$ cat src/rtl/jtmx5k_pcm_arb.sv
`default_nettype none
// +----------------------------------------------------------------------------+
// | Module      : jtmx5k_pcm_arb                                               |
// | Description : Two-channel ADPCM sample fetcher sharing one ROM port.      |
// |               Each channel keeps a one-entry cache (tag/data/valid).       |
// |               Misses are arbitrated round-robin and fetched through an     |
// |               IDLE -> ISSUE -> WAIT sequence with a fetch timeout.         |
// | Ports       : clk, rst             - system clock, sync active-high reset  |
// |               cha_addr/cs/dout/ok  - channel A request and cached data     |
// |               chb_addr/cs/dout/ok  - channel B request and cached data     |
// |               rom_addr/cs          - shared ROM request (bank bit on [17]) |
// |               rom_data/ok          - shared ROM response                   |
// | Revision    : 1.0 - initial release                                        |
// +----------------------------------------------------------------------------+
module jtmx5k_pcm_arb #(
  parameter logic        BANKA = 1'b0,
  parameter logic        BANKB = 1'b1,
  parameter int unsigned TOW   = 6
) (
  input  logic        clk,
  input  logic        rst,
  input  logic [16:0] cha_addr,
  input  logic        cha_cs,
  output logic [7:0]  cha_dout,
  output logic        cha_ok,
  input  logic [16:0] chb_addr,
  input  logic        chb_cs,
  output logic [7:0]  chb_dout,
  output logic        chb_ok,
  output logic [17:0] rom_addr,
  output logic        rom_cs,
  input  logic [7:0]  rom_data,
  input  logic        rom_ok
);

  localparam logic [1:0]     c_IDLE    = 2'd0;
  localparam logic [1:0]     c_ISSUE   = 2'd1;
  localparam logic [1:0]     c_WAIT    = 2'd2;
  localparam logic [TOW-1:0] c_CNT_ONE = {{(TOW-1){1'b0}}, 1'b1};

  logic [1:0]     r_state;
  logic [1:0]     w_state_nxt;

  // Per-channel cache entries
  logic [16:0]    r_tag_a, r_tag_b;
  logic [7:0]     r_data_a, r_data_b;
  logic           r_vld_a, r_vld_b;
  logic           r_ok_a, r_ok_b;

  // Fetch bookkeeping
  logic           r_ptr;      // round-robin pointer: 0 = A, 1 = B
  logic           r_gnt;      // channel owning the fetch in flight
  logic [16:0]    r_tag;      // address actually issued, used as cache tag
  logic [TOW-1:0] r_cnt;
  logic [17:0]    r_rom_addr;
  logic           r_rom_cs;

  logic           w_hit_a, w_hit_b, w_miss_a, w_miss_b;
  logic [TOW-1:0] w_cnt_inc;
  logic           w_timeout;
  logic           w_issue, w_sel_b, w_fill, w_abort, w_cnt_en;

  assign w_hit_a   = r_vld_a && (r_tag_a == cha_addr);
  assign w_hit_b   = r_vld_b && (r_tag_b == chb_addr);
  assign w_miss_a  = cha_cs && !w_hit_a;
  assign w_miss_b  = chb_cs && !w_hit_b;
  // Timeout fires on the WAIT cycle whose increment reaches all-ones.
  assign w_cnt_inc = r_cnt + c_CNT_ONE;
  assign w_timeout = &w_cnt_inc;

  // State register
  always_ff @(posedge clk) begin
    if (rst) r_state <= c_IDLE;
    else     r_state <= w_state_nxt;
  end

  // Next-state logic
  always_comb begin
    w_state_nxt = r_state;
    case (r_state)
      c_IDLE:  if (w_miss_a || w_miss_b) w_state_nxt = c_ISSUE;
      c_ISSUE: w_state_nxt = c_WAIT;    // rom_ok may be stale here; never sampled
      c_WAIT:  if (rom_ok || w_timeout) w_state_nxt = c_IDLE;
      default: w_state_nxt = c_IDLE;
    endcase
  end

  // Output/control decode
  always_comb begin
    w_issue  = 1'b0;
    w_sel_b  = 1'b0;
    w_fill   = 1'b0;
    w_abort  = 1'b0;
    w_cnt_en = 1'b0;
    case (r_state)
      c_IDLE: begin
        w_issue = w_miss_a || w_miss_b;
        // B wins when it is the only miss, or both miss and the pointer is on B
        w_sel_b = w_miss_b && (!w_miss_a || r_ptr);
      end
      c_WAIT: begin
        w_cnt_en = 1'b1;
        w_fill   = rom_ok;
        w_abort  = !rom_ok && w_timeout;
      end
      default: ;
    endcase
  end

  // Datapath: request register, timeout counter and cache entries
  always_ff @(posedge clk) begin
    if (rst) begin
      r_ptr      <= 1'b0;
      r_gnt      <= 1'b0;
      r_tag      <= '0;
      r_cnt      <= '0;
      r_rom_addr <= '0;
      r_rom_cs   <= 1'b0;
      r_tag_a    <= '0;
      r_tag_b    <= '0;
      r_data_a   <= '0;
      r_data_b   <= '0;
      r_vld_a    <= 1'b0;
      r_vld_b    <= 1'b0;
      r_ok_a     <= 1'b0;
      r_ok_b     <= 1'b0;
    end else begin
      r_ok_a <= cha_cs && w_hit_a;
      r_ok_b <= chb_cs && w_hit_b;

      if (w_issue) begin
        r_gnt      <= w_sel_b;
        r_ptr      <= !w_sel_b;
        r_tag      <= w_sel_b ? chb_addr : cha_addr;
        r_rom_addr <= w_sel_b ? {BANKB, chb_addr} : {BANKA, cha_addr};
        r_rom_cs   <= 1'b1;
        r_cnt      <= '0;
      end

      if (w_cnt_en) r_cnt <= w_cnt_inc;

      if (w_fill) begin
        r_rom_cs <= 1'b0;
        if (r_gnt) begin
          r_tag_b  <= r_tag;
          r_data_b <= rom_data;
          r_vld_b  <= 1'b1;
        end else begin
          r_tag_a  <= r_tag;
          r_data_a <= rom_data;
          r_vld_a  <= 1'b1;
        end
      end

      if (w_abort) r_rom_cs <= 1'b0;
    end
  end

  assign cha_dout = r_data_a;
  assign chb_dout = r_data_b;
  assign cha_ok   = r_ok_a;
  assign chb_ok   = r_ok_b;
  assign rom_addr = r_rom_addr;
  assign rom_cs   = r_rom_cs;

endmodule
`default_nettype wire

$ cat config.mk
export PLATFORM = sky130hd
export DESIGN_NAME = jtmx5k_pcm_arb
export DESIGN_NICKNAME = d
export VERILOG_FILES = /design/src/rtl/jtmx5k_pcm_arb.sv
export SDC_FILE = /design/constraint.sdc
export NUM_CORES = 1
export LEC_CHECK = 0
export BUFFER_PORTS_ARGS = -buffer_cell sky130_fd_sc_hd__buf_2
export CELL_PAD_IN_SITES_DETAIL_PLACEMENT = 0
export CELL_PAD_IN_SITES_GLOBAL_PLACEMENT = 2
export CORE_MARGIN = 10
export CORE_UTILIZATION = 31
export DETAILED_ROUTE_END_ITERATION = 6
export MAX_ROUTING_LAYER = met4
export PLACE_DENSITY = 0.79
export SLEW_MARGIN = 20
export SYNTH_ARGS = -nofsm -noshare
export SYNTH_HDL_FRONTEND = slang
export SYNTH_SLANG_ARGS = --single-unit
export TNS_END_PERCENT = 20
$ cat constraint.sdc
create_clock -name clk -period 2.4 [get_ports clk]
set_input_delay 0.12 -clock clk [delete_from_list [all_inputs] [get_ports clk]]
set_output_delay 0.12 -clock clk [all_outputs]
set_load 0.01 [all_outputs]
Word level (Yosys, flattened, before mapping)
Index checks and enable logic that the tools add are counted.
Widths: inputs -> output; s select.
{ "totals": {"reg_bits": 100, "output_inout_bits": 37, "elab_cells": 58} }
{ "op_classes": {"reduce_logical": 23, "bitwise": 1, "n_eq_ne": 6, "addsub": 1, "n_mux": 12} }
{ "op_table": {"columns": ["operator", "count"], "rows": [
  ["$eq 17x17->1", 2],
  ["$mux 18", 1],
  ["$mux 17", 1],
  ["$mux 6", 2],
  ["$logic_and 1x1->1", 8],
  ["$add 6x1->6 const B", 1],
  ["$pmux 2 s3", 1],
  ["$reduce_and 2->1", 3],
  ["$reduce_and 6->1", 1],
  ["$logic_not 1->1", 5],
  ["$mux 1", 5],
  ["$mux 2", 2],
  ["$ne 2x2->1 const B", 2],
  ["$logic_or 1x1->1", 3],
  ["$reduce_or 3->1", 1],
  ["$eq 2x1->1 const B", 1],
  ["$eq 2x2->1 const B", 1],
  ["$logic_not 2->1", 1],
  ["$reduce_bool 2->1", 1],
  ["$not 1->1", 1]
]} }

Longest topological paths before layout
Gate-level depths: netlist of the first run.
{ "logic_depth": {"word_depth": 9, "depth_mapped": 8} }

Least setup slack after synthesis of the first run
No wires, ideal clock.
{ "synth_path": {"path_type": "register to register", "start": "register r_tag_b[8]", "end": "register r_cnt[1]", "slack_ns": 0.468, "arrival_ns": 1.861, "setup_ns": 0.070, "path_buffers": 1, "stages_incl_launch_ff": 8, "required_ns": 2.330, "period_less_slack_ns": 1.932, "path_cell_list": "dfxtp_1 xor2_1 nor4_1 nand3_1 o211a_1 buf_6 or4b_1 a21oi_1"} }
{ "synth_via": {"elab_chain_cells": 7} }
{ "synth_lines": {"columns": ["element", "line_no", "text"], "rows": [
  ["from (decl)", "45", "logic [16:0] r_tag_a, r_tag_b;"],
  ["from (signal assigned)", "145", "r_tag_b <= r_tag;"],
  ["$eq 17x17->1", "64", "assign w_hit_b = r_vld_b && (r_tag_b == chb_addr);"],
  ["$logic_and 1x1->1", "64", null],
  ["$logic_not 1->1", "66", "assign w_miss_b = chb_cs && !w_hit_b;"],
  ["$logic_and 1x1->1", "66", null],
  ["$logic_or 1x1->1", "97", "w_issue = w_miss_a || w_miss_b;"],
  ["$mux 1", "95", "case (r_state)"],
  ["$reduce_bool 2->1 (no source line)", null, null],
  ["to (signal assigned)", "140", "if (w_cnt_en) r_cnt <= w_cnt_inc;"],
  ["to (decl)", "54", "logic [TOW-1:0] r_cnt;"]
]} }
Every way passes these cells.
A chain may end at the register's enable or synchronous reset.

Worst setup path after layout of the first run
{ "layout_path": {"start": "register r_tag_b[11]", "end": "register r_cnt[3]"} }
The elaborated chain is that of the path after synthesis.

==> flow_summary_export.csv, run 1 <==
group,metric,value,unit
run_status,status,"complete, no violations",
critical_path,cp_cell_sequence,"xor2_1, nor4_1, nand3_1, o211a_1, or3_1, a311oi_1",
drt,vias,3508,
critical_path,slowest_delay,0.48,ns
timing,hold_viol,0,
cells_and_area,num-nets-final,580,
yosys,ys.flop_type,"dfxtp_1",
clock_tree,cts_root_buf,"clkbuf_16",
critical_path,rrSetupSlack,0.14,ns
yosys,synth_top_area_frac,0.450,
pwr,power.density,739,nW/um2
critical_path,start_kind,"flop",
global_routing,grt_first_pass_wirelength,19400,um
drt,drtIter0Drc,236,
drt,via_per_inst,5.16,
cells_and_area,final_cell_mix,"nand2_1, buf_2, dfxtp_1",
critical_path,crit_buf_inv,0,
critical_path,slowest_stage,"or3_1",
yosys,synth_cell_types,36,
drt,drt_wl_total,12400,um
timing,worst-slew-pin-transition,0.593,ns
yosys,synth_area_leaders,"dfxtp_1, nand2_1, a21oi_1",
timing,rsz0062_at_grt,"no",
timing,max_freq,443,MHz
yosys,synth_seq_area_share,0.450,
cells_and_area,drive_above_1_share,0.228,
critical_path,required,2.65,ns
yosys,synth_nets,503,
critical_path,cp.arrival,2.50,ns
yosys,synth_top_cell_by_area,"dfxtp_1",
clock_tree,cts_tree,"done",
critical_path,critPathMaxFanout,7,
min_path,hold_class,"in -> reg",
clock_tree,cts_made_buffers,9,
cells_and_area,area_growth,25.5,%
pwr,vdd_drop_max,0.305,mV
yosys,async_flop_share,0,
global_routing,gr-usage-met3,0.0308,
global_routing,first_global_vias,3520,
clock_tree,postCtsSetupBuffers,0,
place,place_congestion,0.835,
die,core-area,11500,um2
cells_and_area,fillCellCount,1171,
yosys,syn_area,3650,um2
place,portBuffers,83,
cells_and_area,multiInputGateArea,1860,um2
clock_tree,cts_max_level,3,
global_routing,use_met1,0.190,
timing,setup_viol,0,
timing,drv_slew,0,
die,die-area,16500,um2
place,hpwlAfterDp,8940,um
timing,slew_headroom,0.604,
timing,tns,0,ns
place,placed_cell_area,4260,um2
pwr,leakage,0.00184,uW
timing,skew,0.00483,ns
yosys,avgSynthCellArea,8.03,um2
timing,finalCritPeriodShare,0.941,
global_routing,grt_max_degree,34,
timing,finalCriticalPeriod,2.26,ns
clock_tree,clkSlewWorstSetupHoldPaths,0.07,ns
clock_tree,worstSkewPairLatency,0.34,ns
global_routing,grt_use_total,0.152,
global_routing,antenna_found_initial,1,
clock_tree,numClockSinks,82,
drt,wl_per_cell,18.2,um
cells_and_area,seq_area,1640,um2
die,die_width,128,um
die,pin_count,84,
global_routing,grtUsageMet2,0.238,
job,maxCapViolCount,0,
critical_path,crit_type,"reg -> reg",
critical_path,critPathTopFamily,"simple AND/OR/NAND/NOR gates",
global_routing,grt-ovfl-total,0,
die,start_util,0.318,
critical_path,end_kind,"flop",
die,dieHeight,128,um
yosys,synth_edf_count,0,
clock_tree,max-clock-path-buffers,2,
die,row_count,39,
yosys,yosysWarnings,0,
cells_and_area,finish.instance_area,4580,um2
drt,final_antenna_net_count,0,
yosys,synthCells,454,
cells_and_area,mostFrequentLayoutCell,"nand2_1",
drt,post-route-drc-count,0,
yosys,synth_seq_cells,82,
drt,first_pass_iters,4,
global_routing,busiest_layer,"met2",
registers in the layout, indices dropped and copies added (netlist names):
register  flops
r_tag_a      17
chb_ok        1
cha_dout      8
r_cnt         6
rom_addr      1
r_tag        16
r_tag_b      17
r_ptr         1
r_gnt         1
r_vld_b       1
rom_cs        1
cha_ok        1
r_state       2
r_vld_a       1
chb_dout      8
cell usage after synthesis (all sizes together) (3+ instances only):
cell type and n:
nor2 8, o21ai 17, xor2 32, inv 5, nand2 108, a311oi 20, buf 10, clkbuf 24
nand3 23, and3 6, nor4 11, xnor2 4, a41oi 3, a21oi 57, nor3 19, dfxtp 82
nor2b 4
worst paths after layout:
| kind | startpoint | endpoint | depth (start not counted) |
|---|---|---|---|
| worst max-delay path | r_tag_b[11] | r_cnt[3] | 6 |
| worst min-delay path | rom_data[0] | cha_dout[0] | 3 |
| worst max register to register | r_tag_b[11] | r_cnt[3] | 6 |
| worst min register to register | chb_dout[2] | chb_dout[2] | 2 |
metal layers:
metal / up-vias / wire [um]
met5: - / 0
met3: 14 / 639
met1: 1659 / 5650
met2: 100 / 5810
met4: 0 / 249
li1: 1735 / -
cell type report:
| cell class | count | share of cell area |
|---|---|---|
| multi-input combinational | 333 | 0.406 |
| sequential | 82 | 0.359 |
| timing repair buffer | 100 | 0.124 |
| clock buffer | 9 | 0.0492 |
| tap | 143 | 0.0391 |
| clock inverter | 7 | 0.0189 |
| inverter | 5 | 0.00410 |
| antenna | 1 | 0.000547 |
timing repair:
action	in CTS	in global routing
gates cloned	0	0
gates resized for setup	1	2
hold buffers	0	0
setup endpoints to repair	1	15
per-stage QoR:
step	setup slack, ns	cells	utilization	total power, uW	hold slack, ns
3_5_place_dp	0.00983	663	0.371	1970	0.383
6_report	0.141	680	0.399	3390	0.0215
3_3_place_gp	0.120	663	0.371	1960	0.375
2_1_floorplan	0.468	454	-	1750	0.239
4_1_cts	0.0860	679	0.398	3420	0.0159
5_1_grt	0.0373	680	0.399	3530	0.0275
worst reg2reg max path, stage by stage (launching register included):
cell and delay [ns]:
dfxtp_1 0.32, xor2_1 0.16, nor4_1 0.36, nand3_1 0.20
o211a_1 0.35, or3_1 0.48, a311oi_1 0.31
power by group:
| part | total (uW) | internal, uW | switching [uW] | leakage [uW] |
|---|---|---|---|---|
| sequential | 1480 | 1420 | 57.5 | 0.000666 |
| clock | 1450 | 828 | 620 | 0.000150 |
| combinational | 461 | 176 | 285 | 0.00102 |
logic make-up (layout without fill, tap and decap cells):
| family | count (synthesis) | count (layout) | share of synthesized area |
|---|---|---|---|
| AOI/OAI and AO/OA | 106 | 106 | 0.177 |
| xor gates and xnor gates | 36 | 36 | 0.0864 |
| adders and majority gates | 2 | 2 | 0.00686 |
| buffers and inverters | 39 | 121 | 0.0460 |
| DFF | 82 | 82 | 0.450 |
| other | 0 | 1 | 0 |
| and+or+nand+nor | 189 | 189 | 0.233 |
No activity file was read; power rests on OpenSTA's default activity.
==> inputs of run 2 (changes only) <==
- CTS_CLUSTER_SIZE: not set -> 30
- MAX_ROUTING_LAYER: met4 -> not set
- RECOVER_POWER: not set -> 25
==> run 2 against run 1 <==
  * Clock skew is 0.0019 ns higher
  * Power is 0.11% lower
  * Largest power group unchanged
  * Largest cell class unchanged
  * Combinational power is 1% lower
  * Global-route usage is 0.44 points lower
  * Clock power hardly changed
  * Sequential share of layout area is 0.29 points higher
  * Sequential power hardly changed
==> flow_summary_export.csv, run 2 (same netlist as run 1, synthesis figures left out) <==
group,metric,value,unit
run_status,status,"complete, no violations",
pwr,switchingPower,966,uW
drt,post-route-drc-count,0,
critical_path,r2r-end,"r_cnt[5]",
pwr,clkPwrFrac,0.429,
critical_path,ff2ff_path_depth,6,
clock_tree,cts_resized,1,
critical_path,cp.arrival,2.50,ns
clock_tree,cts_root_buf,"clkbuf_16",
timing,finalCritPeriodShare,0.939,
die,row_count,39,
critical_path,critPathMaxFanout,7,
critical_path,end_kind,"flop",
job,maxCapViolCount,0,
critical_path,start_kind,"flop",
pwr,p_seq_frac,0.437,
cells_and_area,final_cell_mix,"nand2_1, dfxtp_1, a21oi_1",
global_routing,first_global_vias,3513,
place,place_congestion,0.822,
die,die-area,16500,um2
cells_and_area,multiInputGateArea,1860,um2
critical_path,required,2.65,ns
die,dieHeight,128,um
timing,setup_viol,0,
clock_tree,max-clock-path-buffers,2,
critical_path,reg2reg_from,"r_tag_b[11]",
critical_path,endpoint,"r_cnt[5]",
critical_path,cp-startpoint,"r_tag_b[11]",
clock_tree,cts_tree,"done",
global_routing,grt_use_total,0.148,
global_routing,grt-ovfl-total,0,
timing,max_freq,444,MHz
pwr,vdd_drop_max,0.303,mV
clock_tree,cts_hold_buf,0,
drt,first_pass_iters,4,
drt,drt_wl_total,12300,um
place,hpwlAfterDp,8940,um
pwr,p_sw_frac,0.286,
clock_tree,postCtsSetupBuffers,0,
place,portBuffers,83,
pwr,comb_power_share,0.135,
die,start_util,0.318,
cells_and_area,drive_above_1_share,0.174,
pwr,internal_power,2420,uW
clock_tree,worstSkewPairLatency,0.34,ns
timing,rsz0062_at_grt,"no",
critical_path,rrSetupSlack,0.15,ns
die,pin_count,84,
critical_path,crit_type,"reg -> reg",
timing,hold_viol,0,
clock_tree,cts_max_level,3,
min_path,hold_class,"in -> reg",
global_routing,antenna_found_initial,1,
timing,skew,0.00670,ns
clock_tree,numClockSinks,82,
global_routing,grt_first_pass_wirelength,19400,um
clock_tree,clkSlewWorstSetupHoldPaths,0.07,ns
cells_and_area,reg_top3,"r_tag_a (17), r_tag_b (17), r_tag (16)",
drt,wl_per_cell,18.1,um
timing,slew_headroom,0.600,
die,core-area,11500,um2
cells_and_area,seq_area,1640,um2
drt,via_per_inst,5.16,
timing,drv_slew,0,
pwr,power.density,745,nW/um2
drt,final_antenna_net_count,0,
global_routing,grt_max_degree,34,
cells_and_area,mostFrequentLayoutCell,"nand2_1",
drt,vias,3506,
timing,tns,0,ns
cells_and_area,final_core_util,0.396,
timing,worst-slew-pin-transition,0.600,ns
die,die_width,128,um
pwr,leakage,0.00172,uW
timing,finalCriticalPeriod,2.25,ns
clock_tree,cts_made_buffers,9,
cells_and_area,fillCellCount,1185,
cells_and_area,num-nets-final,580,
drt,drtIter0Drc,223,
cells_and_area,area_growth,24.5,%
==> run 2: cell count changes in the layout (fill, tap and decap cells not counted), sizes merged <==
cell    before  now
buf        100   71
clkbuf       9   38
==> run 2: critical path, cell delays in order (launching register included) <==
cell and delay [ns]:
dfxtp_1 0.32, xor2_1 0.16, nor4_1 0.36, nand3_1 0.20, o211a_1 0.35, or3_1 0.49
a311oi_1 0.29
==> run 2: cell type report <==
type | count | share of cell area
tap | 143 | 0.0394
clock inverter | 7 | 0.0190
sequential | 82 | 0.361
clock buffer | 9 | 0.0496
multi-input combinational | 333 | 0.409
inverter | 5 | 0.00413
antenna | 1 | 0.000551
timing repair buffer | 100 | 0.117
==> run 2: how the worst min path moves through the flow <==
| stage | start | to | cells past startpoint |
|---|---|---|---|
| final | rom_data[0] | cha_dout[0] | 3 |
| after global routing | rom_data[5] | chb_dout[5] | 3 |
| after CTS | rom_data[0] | cha_dout[0] | 3 |
| after detailed placement | rom_data[0] | cha_dout[0] | 3 |
| after global placement | rom_data[7] | cha_dout[7] | 3 |
| after floorplan | chb_cs | chb_ok | 2 |
==> run 2: metal layers <==
layer / wire length [um] / part of all wire / vias up / GRT usage
met5: 0 / 0 / - / 0
li1: - / - / 1737 / -
met1: 5500 / 0.45 / 1653 / 0.184
met2: 5730 / 0.46 / 101 / 0.238
met3: 840 / 0.068 / 15 / 0.0398
met4: 257 / 0.021 / 0 / 0.0576
==> run 2: power groups by stage <==
stage	clock (uW)	sequential, uW	combinational, uW
6_report	1450	1480	455
5_1_grt	1540	1490	503
4_1_cts	1480	1480	466
3_5_place_dp	0	1510	464
3_3_place_gp	0	1500	458
2_1_floorplan	0	1510	236
==> run 2: through the flow <==
step	cells	setup slack (ns)	total power (uW)	instance area (um2)	hold slack [ns]
after global placement	663	0.120	1960	4260	0.375
after global routing	680	0.0385	3530	4540	0.0275
after CTS	679	0.0860	3420	4570	0.0159
final	680	0.147	3380	4540	0.0228
after floorplan	454	0.468	1750	3650	0.239
after detailed placement	663	0.00983	1970	4260	0.383
==> inputs of run 3 (changes only) <==
- HOLD_SLACK_MARGIN: not set -> 0.06
- SETUP_SLACK_MARGIN: not set -> 0.2
==> run 3 against run 2 <==
  * Global-route usage rose by 0.14 points
  * Flip-flop and latch count did not move
  * Combinational power rose by 4.6%
  * Cell count rose by 1.2%
  * Cell area rose by 2.6%
  * Register-to-register slack improved by 0.12 ns
  * Die area did not move
  * Sequential share of layout area fell by 0.93 points
  * Hold slack improved by 0.064 ns
  * Via count rose by 0.57%
  * Critical path depth did not move
  * Count of clock-buffer cells in the layout did not move
  * Critical path type unchanged
  * Critical endpoint unchanged
==> flow_summary_export.csv, run 3 (same netlist as run 1, synthesis figures left out) <==
group,metric,value,unit
run_status,status,"complete, no violations",
critical_path,required,2.65,ns
clock_tree,clkSlewWorstSetupHoldPaths,0.07,ns
place,portBuffers,83,
die,core-area,11500,um2
timing,tns,0,ns
drt,via_per_inst,5.13,
place,place_congestion,0.822,
place,placed_cell_area,4260,um2
global_routing,grt-ovfl-total,0,
critical_path,start_kind,"flop",
die,dieHeight,128,um
critical_path,slowest_stage,"or3_4",
drt,wl_per_cell,18.2,um
clock_tree,numClockSinks,82,
pwr,p_total,3400,uW
critical_path,critPathTopFamily,"simple AND/OR/NAND/NOR gates",
drt,final_antenna_net_count,0,
pwr,leakage,0.00176,uW
clock_tree,cts_root_buf,"clkbuf_16",
timing,rsz0062_at_grt,"no",
timing,max_freq,469,MHz
cells_and_area,drive_above_1_share,0.180,
critical_path,end_kind,"flop",
timing,slew_headroom,0.594,
clock_tree,cts_tree,"done",
clock_tree,max-clock-path-buffers,2,
global_routing,antenna_found_initial,0,
die,start_util,0.318,
timing,worst-slew-pin-transition,0.609,ns
die,die-area,16500,um2
cells_and_area,mostFrequentLayoutCell,"nand2_1",
cells_and_area,num-nets-final,589,
timing,finalCriticalPeriod,2.13,ns
clock_tree,cts_made_buffers,9,
critical_path,slowest_delay,0.41,ns
critical_path,cp.arrival,2.38,ns
timing,skew,0.00583,ns
global_routing,grt_max_degree,34,
clock_tree,cts_max_level,3,
timing,hold_viol,0,
critical_path,cp_cell_sequence,"xor2_1, nor4_1, nand3_1, o211a_4, or3_4, a311oi_1",
timing,drv_slew,0,
die,die_width,128,um
pwr,vdd_drop_max,0.302,mV
critical_path,crit_type,"reg -> reg",
cells_and_area,fillCellCount,1170,
drt,drtIter0Drc,222,
clock_tree,worstSkewPairLatency,0.34,ns
critical_path,crit_buf_inv,0,
cells_and_area,finish.instance_area,4660,um2
cells_and_area,reg_top3,"r_tag_a (17), r_tag_b (17), r_tag (16)",
cells_and_area,area_growth,27.8,%
cells_and_area,final_cell_mix,"nand2_1, dfxtp_1, a21oi_1",
drt,drt_wl_total,12500,um
min_path,hold_class,"in -> reg",
drt,vias,3526,
cells_and_area,diodes,0,
job,maxCapViolCount,0,
die,pin_count,84,
die,row_count,39,
global_routing,grt_use_total,0.149,
place,hpwlAfterDp,8940,um
timing,setup_viol,0,
pwr,power.density,729,nW/um2
drt,post-route-drc-count,0,
global_routing,grt_first_pass_wirelength,19600,um
critical_path,critPathMaxFanout,7,
timing,timing.hold.ws,0.0867,ns
global_routing,first_global_vias,3547,
timing,finalCritPeriodShare,0.889,
drt,first_pass_iters,4,
run 3: changes by cell type in the layout (fill, tap and decap cells not counted), sizes merged:
cell,change
diode,-1
dlygate4sd3,+9
run 3: through the flow:
stage | utilization | setup slack [ns] | std cells
final | 0.407 | 0.267 | 688
after floorplan | - | 0.468 | 454
after global placement | 0.371 | 0.120 | 663
after CTS | 0.406 | 0.122 | 688
after detailed placement | 0.371 | 0.00983 | 663
after global routing | 0.407 | 0.200 | 688
run 3: routing by layer:
metal / GRT usage / wire [um]
met1: 0.186 / 5610
met2: 0.241 / 5910
met3: 0.0411 / 766
met4: 0.0530 / 210
met5: 0 / 0
run 3: power breakdown:
part,switching (uW),internal (uW)
sequential,58.3,1420
combinational,292,184
clock,619,828
run 3: area by class of cell:
class | count | area (um2) | area share
Sequential cell | 82 | 1640 | 0.352
Tap cell | 143 | 179 | 0.0384
Multi-Input combinational cell | 333 | 1890 | 0.405
Clock buffer | 9 | 225 | 0.0483
Inverter | 5 | 18.8 | 0.00403
Clock inverter | 7 | 86.3 | 0.0185
Timing Repair Buffer | 109 | 622 | 0.133
run 3: timing repair:
item | 4_1_cts | 5_1_grt
resized for setup | 2 | 6
setup buffers | 0 | 0
pin swaps | 0 | 3
hold buffers | 9 | 0
endpoints found under the hold margin | 17 | 0
endpoints found under the setup margin | 23 | 23
run 3: worst paths after layout:
path | depth (start not counted) | from | endpoint | slack (ns)
setup / recovery | 6 | r_tag_b[5] | r_cnt[5] | 0.27
hold reg to reg | 2 | cha_dout[1] | cha_dout[1] | 0.46
hold / removal | 3 | chb_addr[11] | r_tag[11] | 0.09
setup reg to reg | 6 | r_tag_b[5] | r_cnt[5] | 0.27
run 3: tightest hold or removal path, cell delays in order:
cell,delay (ns)
buf_2,0.12
nand3_1,0.06
a311oi_1,0.08
